[src/rtl/q_serializer_if.sv]
// Handshake and result bundle between the charge source and q_serializer.
// The master side requests conversions; the slave side is the serializer itself.
interface q_serializer_if #(
    parameter int WIDTH     = 10,
    parameter int WTD_WIDTH = 2
);
    logic                 start;
    logic [WIDTH-1:0]     q_in;
    logic                 q_serialized;
    logic                 busy;
    logic                 done;
    logic [WTD_WIDTH:0]   pulse_count;
    logic                 saturated;
    logic [WIDTH:0]       remainder;

    modport master (
        output start, q_in,
        input  q_serialized, busy, done, pulse_count, saturated, remainder
    );

    modport slave (
        input  start, q_in,
        output q_serialized, busy, done, pulse_count, saturated, remainder
    );
endinterface

[src/rtl/q_serializer.sv]
// Charge-to-pulse-burst serializer: emits one unit pulse per Q_PER_PULSE of charge, then a guard gap.
// Optional feature: define Q_SERIALIZER_REMAINDER_CARRY_EN to carry the truncation error into the next run.
module q_serializer #(
    parameter int WIDTH       = 10,
    parameter int WTD_WIDTH   = 2,
    parameter int Q_PER_PULSE = 30,
    parameter int PULSE_HIGH  = 1,
    parameter int PULSE_LOW   = 1,
    parameter int GAP_CYCLES  = 2**WTD_WIDTH + 2
) (
    input  logic           clk,
    input  logic           rst,
    q_serializer_if.slave  bus
);

    localparam int MAX_PULSES = 2**(WTD_WIDTH+1) - 1;
    localparam int TMAX_HL    = (PULSE_HIGH > PULSE_LOW) ? PULSE_HIGH : PULSE_LOW;
    localparam int TMAX       = (GAP_CYCLES > TMAX_HL) ? GAP_CYCLES : TMAX_HL;
    localparam int TW         = $clog2(TMAX + 1);

    localparam logic [WIDTH:0]     Q_STEP    = (WIDTH+1)'(Q_PER_PULSE);
    localparam logic [WTD_WIDTH:0] MAX_CNT   = (WTD_WIDTH+1)'(MAX_PULSES);
    localparam logic [TW-1:0]      HIGH_LAST = TW'(PULSE_HIGH - 1);
    localparam logic [TW-1:0]      LOW_LAST  = TW'(PULSE_LOW - 1);
    localparam logic [TW-1:0]      GAP_LAST  = TW'(GAP_CYCLES - 1);

    typedef enum logic [2:0] {
        IDLE,
        HIGH,
        LOW,
        GAP,
        DONE
    } state_t;

    state_t              state;
    logic [TW-1:0]       timer;
    logic [WIDTH:0]      residual;
    logic [WIDTH:0]      load_value;
    logic                q_serialized_r;
    logic                busy_r;
    logic                done_r;
    logic [WTD_WIDTH:0]  pulse_count_r;
    logic                saturated_r;
    logic [WIDTH:0]      remainder_r;
    logic                charge_left;
    logic                room_left;

`ifdef Q_SERIALIZER_REMAINDER_CARRY_EN
    logic [WIDTH:0]      carry;

    // Unsent charge from the previous run is folded into the next request, except after a
    // saturated run where the leftover is deliberately dropped.
    always_ff @(posedge clk or posedge rst) begin
        if (rst) begin
            carry <= '0;
        end else if (state == GAP && timer == GAP_LAST) begin
            carry <= saturated_r ? '0 : residual;
        end
    end

    assign load_value = {1'b0, bus.q_in} + carry;
`else
    assign load_value = {1'b0, bus.q_in};
`endif

    assign charge_left = (residual >= Q_STEP);
    assign room_left   = (pulse_count_r != MAX_CNT);

    // Single FSM: the first pulse is issued directly from IDLE so q_serialized rises the
    // cycle after start; each HIGH entry consumes one quantum of residual charge.
    always_ff @(posedge clk or posedge rst) begin
        if (rst) begin
            state          <= IDLE;
            timer          <= '0;
            residual       <= '0;
            q_serialized_r <= 1'b0;
            busy_r         <= 1'b0;
            done_r         <= 1'b0;
            pulse_count_r  <= '0;
            saturated_r    <= 1'b0;
            remainder_r    <= '0;
        end else begin
            case (state)
                IDLE: begin
                    done_r <= 1'b0;
                    timer  <= '0;
                    if (bus.start) begin
                        busy_r      <= 1'b1;
                        saturated_r <= 1'b0;
                        if (load_value >= Q_STEP) begin
                            state          <= HIGH;
                            residual       <= load_value - Q_STEP;
                            pulse_count_r  <= (WTD_WIDTH+1)'(1);
                            q_serialized_r <= 1'b1;
                        end else begin
                            state          <= GAP;
                            residual       <= load_value;
                            pulse_count_r  <= '0;
                            q_serialized_r <= 1'b0;
                        end
                    end
                end

                HIGH: begin
                    if (timer == HIGH_LAST) begin
                        state          <= LOW;
                        timer          <= '0;
                        q_serialized_r <= 1'b0;
                    end else begin
                        timer <= timer + 1'b1;
                    end
                end

                LOW: begin
                    if (timer == LOW_LAST) begin
                        timer <= '0;
                        if (charge_left && room_left) begin
                            state          <= HIGH;
                            residual       <= residual - Q_STEP;
                            pulse_count_r  <= pulse_count_r + 1'b1;
                            q_serialized_r <= 1'b1;
                        end else begin
                            state       <= GAP;
                            saturated_r <= charge_left;
                        end
                    end else begin
                        timer <= timer + 1'b1;
                    end
                end

                GAP: begin
                    // The gap must outlast the receiver watchdog so it flags the burst as complete.
                    if (timer == GAP_LAST) begin
                        state       <= DONE;
                        timer       <= '0;
                        done_r      <= 1'b1;
                        busy_r      <= 1'b0;
                        remainder_r <= residual;
                    end else begin
                        timer <= timer + 1'b1;
                    end
                end

                DONE: begin
                    state  <= IDLE;
                    done_r <= 1'b0;
                end

                default: begin
                    state          <= IDLE;
                    timer          <= '0;
                    q_serialized_r <= 1'b0;
                    busy_r         <= 1'b0;
                    done_r         <= 1'b0;
                end
            endcase
        end
    end

    assign bus.q_serialized = q_serialized_r;
    assign bus.busy         = busy_r;
    assign bus.done         = done_r;
    assign bus.pulse_count  = pulse_count_r;
    assign bus.saturated    = saturated_r;
    assign bus.remainder    = remainder_r;

endmodule
[src/flat_wrapper.sv]
// flat-port wrapper written by rule: the top's interface ports become plain ports
module q_serializer_flat 
#(
    parameter int WIDTH       = 10,
    parameter int WTD_WIDTH   = 2,
    parameter int Q_PER_PULSE = 30,
    parameter int PULSE_HIGH  = 1,
    parameter int PULSE_LOW   = 1,
    parameter int GAP_CYCLES  = 2**WTD_WIDTH + 2
)
  (clk, rst, bus_start, bus_q_in, bus_q_serialized, bus_busy, bus_done, bus_pulse_count, bus_saturated, bus_remainder);
  q_serializer_if #(.WIDTH(WIDTH), .WTD_WIDTH(WTD_WIDTH)) bus_i ();
  input  logic clk;
  input  logic rst;
  input wire logic [$bits(bus_i.start)-1:0] bus_start;
  input wire logic [$bits(bus_i.q_in)-1:0] bus_q_in;
  output wire logic [$bits(bus_i.q_serialized)-1:0] bus_q_serialized;
  output wire logic [$bits(bus_i.busy)-1:0] bus_busy;
  output wire logic [$bits(bus_i.done)-1:0] bus_done;
  output wire logic [$bits(bus_i.pulse_count)-1:0] bus_pulse_count;
  output wire logic [$bits(bus_i.saturated)-1:0] bus_saturated;
  output wire logic [$bits(bus_i.remainder)-1:0] bus_remainder;
  assign bus_i.start = bus_start;
  assign bus_i.q_in = bus_q_in;
  assign bus_q_serialized = bus_i.q_serialized;
  assign bus_busy = bus_i.busy;
  assign bus_done = bus_i.done;
  assign bus_pulse_count = bus_i.pulse_count;
  assign bus_saturated = bus_i.saturated;
  assign bus_remainder = bus_i.remainder;
  q_serializer #(.WIDTH(WIDTH), .WTD_WIDTH(WTD_WIDTH), .Q_PER_PULSE(Q_PER_PULSE), .PULSE_HIGH(PULSE_HIGH), .PULSE_LOW(PULSE_LOW), .GAP_CYCLES(GAP_CYCLES)) u_core (.clk(clk), .rst(rst), .bus(bus_i));
endmodule
[config.mk]
export PLATFORM = sky130hd
export DESIGN_NAME = q_serializer_flat
export DESIGN_NICKNAME = d
export VERILOG_FILES = /design/src/rtl/q_serializer_if.sv /design/src/rtl/q_serializer.sv /design/src/flat_wrapper.sv
export SDC_FILE = /design/constraint.sdc
export NUM_CORES = 1
export LEC_CHECK = 0
export CAP_MARGIN = 10
export CORE_MARGIN = 2
export CORE_UTILIZATION = 58
export CTS_CLUSTER_DIAMETER = 120
export DETAILED_ROUTE_END_ITERATION = 7
export PLACE_DENSITY = 0.85
export SYNTH_ARGS = -nofsm -noshare
export SYNTH_HDL_FRONTEND = slang
export SYNTH_SLANG_ARGS = --single-unit
[constraint.sdc]
create_clock -name clk -period 5.1 [get_ports clk]
set_input_delay 1.02 -clock clk [delete_from_list [all_inputs] [get_ports clk]]
set_output_delay 1.02 -clock clk [all_outputs]
set_load 0.02 [all_outputs]
==> results.yml, run 1 <==
sta:
  drv_slew: 0
  fmax_ghz: 0.3390
  period_minus_slack_ns: 2.949
  final.setup.tns_ns: 0
  hold_violations: 0
  setup_viol: 0
  hold-worst-slack_ns: 0.5090
  finClkSkew_ns: 0.01011
  finalCritPeriodShare_pct: 57.83
  grt_setup_unrepaired: "false"
  relSlewSlack_pct: 35.57
  tightest_slew_ns: 0.9629
final_layout:
  syn_to_final_growth_pct: 21.26
  layout-drive-gt1-share_pct: 11.38
  regArea_sq_um: 875.8
  final_area_sq_mm: 0.002497
  nets: 265
  multiInputGateArea_sq_mm: 0.001117
  fillers: 270
  diodes: 0
  fin_cells: 292
clock_network:
  clk_latency_ns: 0.34
  cts_root_buffer: "clkbuf_4"
  postCtsSetupRepairBufs: 0
  cts_max_path_buffers: 2
  cts_resized: 0
  hold_buffers: 0
  numCtsBuffers: 5
  h-tree-depth: 2
  path_clk_slew_ns: 0.12
  clock_sink_count: 35
  cts_tree: "yes"
global_routing:
  grt_pass1_wl_um: 7928
  track_usage_pct: 24.66
  grt_pass1_vias: 1696
  grt_max_degree: 36
  antenna_found_initial: 0
  gr-total-overflow: 0
power_and_ir_drop:
  combPwrFrac_pct: 43.7
  irDropWorstVdd_v: 0.0003552
  leakagePower_nw: 1.092
  clkPwrFrac_pct: 19.0
  p_seq_share_pct: 37.3
  totalPowerFinal_mw: 1.318
  p_per_area_mw_per_mm2: 527.8
  intPower_mw: 0.7759
  p_switching_mw: 0.5422
  sw_frac_of_total_pct: 41.13
floorplanning:
  die_area_sq_mm: 0.004044
  fp-row-count: 21
  die_height_um: 63.59
  die_x_um: 63.59
  start_util_pct: 61.24
  core_area_sq_mm: 0.003363
  ioPinCount: 31
critical_path:
  crit_type: "in2reg"
  reg2reg_from: "u_core.state[1]$_DFFE_PP0P_"
  r2r-end: "u_core.bus.pulse_count[0]$_DFFE_PP0P_"
  cp-start-kind: "input port"
  crit_arrival_ns: 3.18
  ff2ff_path_depth: 4
  slowest_delay_ns: 0.69
  critPathSlowestCell: "or4_1"
  critPathMaxFanout: 6
  reg2reg_slack_ns: 2.59
  cp-end-kind: "flip-flop"
  path_cells: "clkdlybuf4s50_1 -> or4_1 -> a211oi_4 -> o21ai_2 -> a221oi_1 -> o21ai_1"
  worstPathRequired_ns: 5.34
detailed_routing:
  drtAntennaViolNets: 0
  detail_route.iter0.violations: 140
  wirelength_um: 4505
  post_drt_wl_per_cell_um: 15.43
  first_pass_iters: 4
  vias: 1790
  drc: 0
  vias_per_cell: 6.130
yosys:
  synth_most_common_cell: "dfrtp_1"
  synth_area_leader_cell: "dfrtp_1"
  synth-main-ff-cell: "dfrtp_1"
  synth.distinct_cells: 56
  ys_async_sr_fraction_pct: 100.0
  yosysSeqAreaShare_pct: 42.53
  yosys-top-cells-count: "35 x dfrtp_1, 18 x nand2_1, 15 x nor2_1"
  syn_area_per_cell_sq_um: 9.491
  yosysTopAreaCellShare_pct: 42.53
  synth_area_leaders: "dfrtp_1 43%, mux2_2 6.6%, ha_1 4.3%, o21ai_0 3.4%, nand2_1 3.3%"
  syn_inst: 217
  synthesis.area_sq_mm: 0.002059
  synth_seq_cells: 35
  synth_nets: 237
  synth_enable_flop_cells: 0
  synth_warnings: 0
placed_design:
  dpl_cell_area_sq_mm: 0.002392
  io_buffers: 30
  dp_cells: 284
  gp_congestion: 0.9086
  dp_hpwl_um: 3236
min_path:
  hold_class: "reg2reg"
  worstHoldPathCells: 2
  holdCritStartpoint: "u_core.bus.pulse_count[1]$_DFFE_PP0P_"
  min_to: "u_core.bus.pulse_count[1]$_DFFE_PP0P_"
run:
  cap_violations: 0
run_status:
  status: "finished clean"
final cells by class:
cell class,instances,area share (%)
tap,46,2.305
multi-input combinational,164,44.74
sequential,35,35.07
clock buffer,5,1.503
clock inverter,3,2.705
timing repair buffer,32,12.63
inverter,7,1.052
critical path: cells and delay by family:
kind	cells	cell delay (ns)
buffers and inverters	1	0.50
AOI/OAI and AO/OA	4	0.97
and+or+nand+nor	1	0.69
power groups by stage:
stage          Sequential (mW)  Clock, mW  Combinational (mW)
4_1_cts                  0.488      0.255               0.574
5_1_grt                  0.509      0.271               0.644
2_1_floorplan            0.476          0               0.405
3_5_place_dp             0.494          0               0.570
6_report                 0.491      0.251               0.576
3_3_place_gp             0.489          0               0.553
cells in the final DEF (no fill, tap or decap), types with 3 or more instances in the layout:
| cell | instances |
|---|---|
| nand2_1 | 18 |
| o21ai_0 | 14 |
| clkbuf_4 | 5 |
| o21a_1 | 3 |
| clkdlybuf4s50_1 | 30 |
| dfrtp_1 | 35 |
| mux2_2 | 12 |
| nand3_1 | 6 |
| a21oi_1 | 12 |
| nor3_1 | 13 |
| inv_1 | 7 |
| nor2b_1 | 3 |
| ha_1 | 7 |
| nor2_1 | 15 |
| nand2b_1 | 4 |
| nand4_1 | 3 |
| and3_1 | 4 |
worst max path at each step:
stage,to,startpoint,slack [ns],cells past startpoint
4_1_cts,u_core.residual[2]$_DFFE_PP0P_,bus_q_in[5],2.21,6
6_report,u_core.residual[2]$_DFFE_PP0P_,bus_q_in[5],2.15,6
2_1_floorplan,u_core.residual[2]$_DFFE_PP0P_,bus_q_in[5],2.51,6
5_1_grt,u_core.residual[2]$_DFFE_PP0P_,bus_q_in[5],2.09,6
3_3_place_gp,u_core.residual[2]$_DFFE_PP0P_,bus_q_in[5],1.90,6
3_5_place_dp,u_core.residual[2]$_DFFE_PP0P_,bus_q_in[5],1.82,6
kinds of logic after synthesis:
| group | synth area share (%) |
|---|---|
| and+or+nand+nor | 19.81 |
| AOI/OAI and AO/OA | 22.48 |
| DFF | 42.53 |
| buffers and inverters | 3.463 |
| muxes | 7.047 |
| adders and majority gates | 4.253 |
| xor gates and xnor gates | 0.4254 |
state kept, by name, indices dropped and copies added (netlist names):
register / flops
u_core.timer: 3
u_core.residual: 11
u_core.bus.done: 1
u_core.bus.pulse_count: 3
u_core.bus.remainder: 11
u_core.bus.busy: 1
u_core.bus.q_serialized: 1
u_core.bus.saturated: 1
u_core.state: 3
metrics by stage:
| stage | utilization, % | worst slack, ns |
|---|---|---|
| global route | 74.26 | 2.087 |
| CTS | 74.26 | 2.209 |
| finish | 74.26 | 2.151 |
| detailed placement | 71.13 | 1.825 |
| floorplan | - | 2.505 |
| global placement | 71.13 | 1.901 |
metal layers:
layer	wire length (um)	vias up	GRT usage, %
met5	0	-	0
met4	71	0	8.424
met3	272	6	5.536
met2	2084	72	37.63
met1	2076	839	34.65
li1	-	873	-
No activity file was read; power rests on OpenSTA's default activity.
==> run 2: changes to the inputs <==
CORE_UTILIZATION = 49   (was 58)
PLACE_DENSITY = 0.76   (was 0.85)
clock period = 2.4 ns   (was 5.1 ns; I/O delays follow)
==> run 2 against run 1 <==
  * Sequential share of layout area fell by 1.8 points
  * Critical path depth did not move
  * Utilization fell by 8.8 points
  * Non-clock buffer count up 21
==> results.yml, run 2 (same netlist as run 1, synthesis figures left out) <==
power_and_ir_drop:
  leakagePower_nw: 1.184
  p_per_area_mw_per_mm2: 1056
  irDropWorstVdd_v: 0.0004897
  totalPowerFinal_mw: 2.785
sta:
  period_minus_slack_ns: 2.205
  grt_setup_unrepaired: "false"
  drv_slew: 0
  fmax_ghz: 0.4536
  setup_viol: 0
  setup_ws_ns: 0.1953
  tightest_slew_ns: 0.4932
  hold_violations: 0
  hold-worst-slack_ns: 0.5052
  relSlewSlack_pct: 67.12
  finClkSkew_ns: 0.003680
  finalCritPeriodShare_pct: 91.86
clock_network:
  cts_max_path_buffers: 2
  clk_latency_ns: 0.28
  postCtsSetupRepairBufs: 0
  path_clk_slew_ns: 0.07
  h-tree-depth: 2
  clock_sink_count: 35
  hold_buffers: 0
  cts_tree: "yes"
  cts_resized: 0
  numCtsBuffers: 5
  cts_root_buffer: "clkbuf_8"
global_routing:
  gr-total-overflow: 0
  track_usage_pct: 23.44
  antenna_found_initial: 0
  grt_pass1_vias: 1804
  grt_max_degree: 36
  grt_pass1_wl_um: 8231
floorplanning:
  core_area_sq_mm: 0.004029
  fp-row-count: 23
  start_util_pct: 51.12
  ioPinCount: 31
  die_area_sq_mm: 0.004738
  die_height_um: 68.83
  die_x_um: 68.83
detailed_routing:
  drtAntennaViolNets: 0
  wirelength_um: 4864
  first_pass_iters: 4
  post_drt_wl_per_cell_um: 15.34
  drc: 0
  vias_per_cell: 5.890
  vias: 1867
  detail_route.iter0.violations: 152
critical_path:
  crit_type: "in2reg"
  cp-end-kind: "flip-flop"
  worstPathRequired_ns: 2.56
  cp-start-kind: "input port"
  crit_arrival_ns: 2.37
  critPathMaxFanout: 5
placed_design:
  dp_cells: 309
  dp_hpwl_um: 3660
  gp_congestion: 0.9069
  io_buffers: 30
  pre_cts_slack_ns: -0.1054
final_layout:
  final_common_cell: "dfrtp_1"
  utilization_pct: 65.43
  fin_cells: 317
  nets: 286
  final_cell_mix: "35 x dfrtp_1, 30 x clkdlybuf4s50_1, 23 x buf_4, 18 x nand2_1, 15 x nor2_1"
  diodes: 0
  syn_to_final_growth_pct: 28.01
  layout-drive-gt1-share_pct: 17.60
min_path:
  hold_class: "reg2reg"
run_status:
  status: "finished clean"
run:
  cap_violations: 0
[run 2: worst max-delay path, stage by stage]
cell             delay (ns)
clkdlybuf4s50_1        0.41
or4_1                  0.61
a211oi_4               0.31
o21ai_2                0.14
a221oi_1               0.31
o21ai_1                0.11
[run 2: through the flow]
step                TNS [ns]  cell area, sq um
detailed placement   -0.2761              2555
finish                     0              2636
global route               0              2636
CTS                        0              2636
floorplan                  0              2059
global placement    -0.03401              2555
[run 2: cell type report]
type	instances	area, sq um
Clock inverter	1	5.005
Clock buffer	7	76.32
Multi-Input combinational cell	164	1117
Timing Repair Buffer	53	473.0
Inverter	7	26.28
Sequential cell	35	875.8
Tap cell	50	62.56
Fill cell	335	1393
[run 2: path summary, 6_finish.rpt]
kind | slack [ns] | cells after the start | start | endpoint
worst max register to register | 0.31 | 6 | u_core.state[1]$_DFFE_PP0P_ | u_core.bus.pulse_count[0]$_DFFE_PP0P_
worst max-delay path | 0.20 | 6 | bus_q_in[5] | u_core.residual[2]$_DFFE_PP0P_
worst min register to register | 0.51 | 1 | u_core.bus.remainder[0]$_DFFE_PP0P_ | u_core.bus.remainder[0]$_DFFE_PP0P_
worst min-delay path | 0.51 | 1 | u_core.bus.remainder[0]$_DFFE_PP0P_ | u_core.bus.remainder[0]$_DFFE_PP0P_
max in group asynchronous | 1.49 | 3 | rst | u_core.timer[1]$_DFFE_PP0N_
min in group asynchronous | 0.60 | 3 | rst | u_core.bus.remainder[4]$_DFFE_PP0P_
[run 2: where the power goes]
part / internal (mW) / switching, mW
registers: 0.778 / 0.236
clock network: 0.204 / 0.205
logic: 0.644 / 0.718
total: 1.63 / 1.16
[run 2: metal layers]
layer	share of wire, %	track usage [%]	up-vias
li1	-	-	916
met5	0	0	-
met3	5.4	4.870	8
met4	1.1	9.069	0
met2	48	37.50	58
met1	46	31.11	885
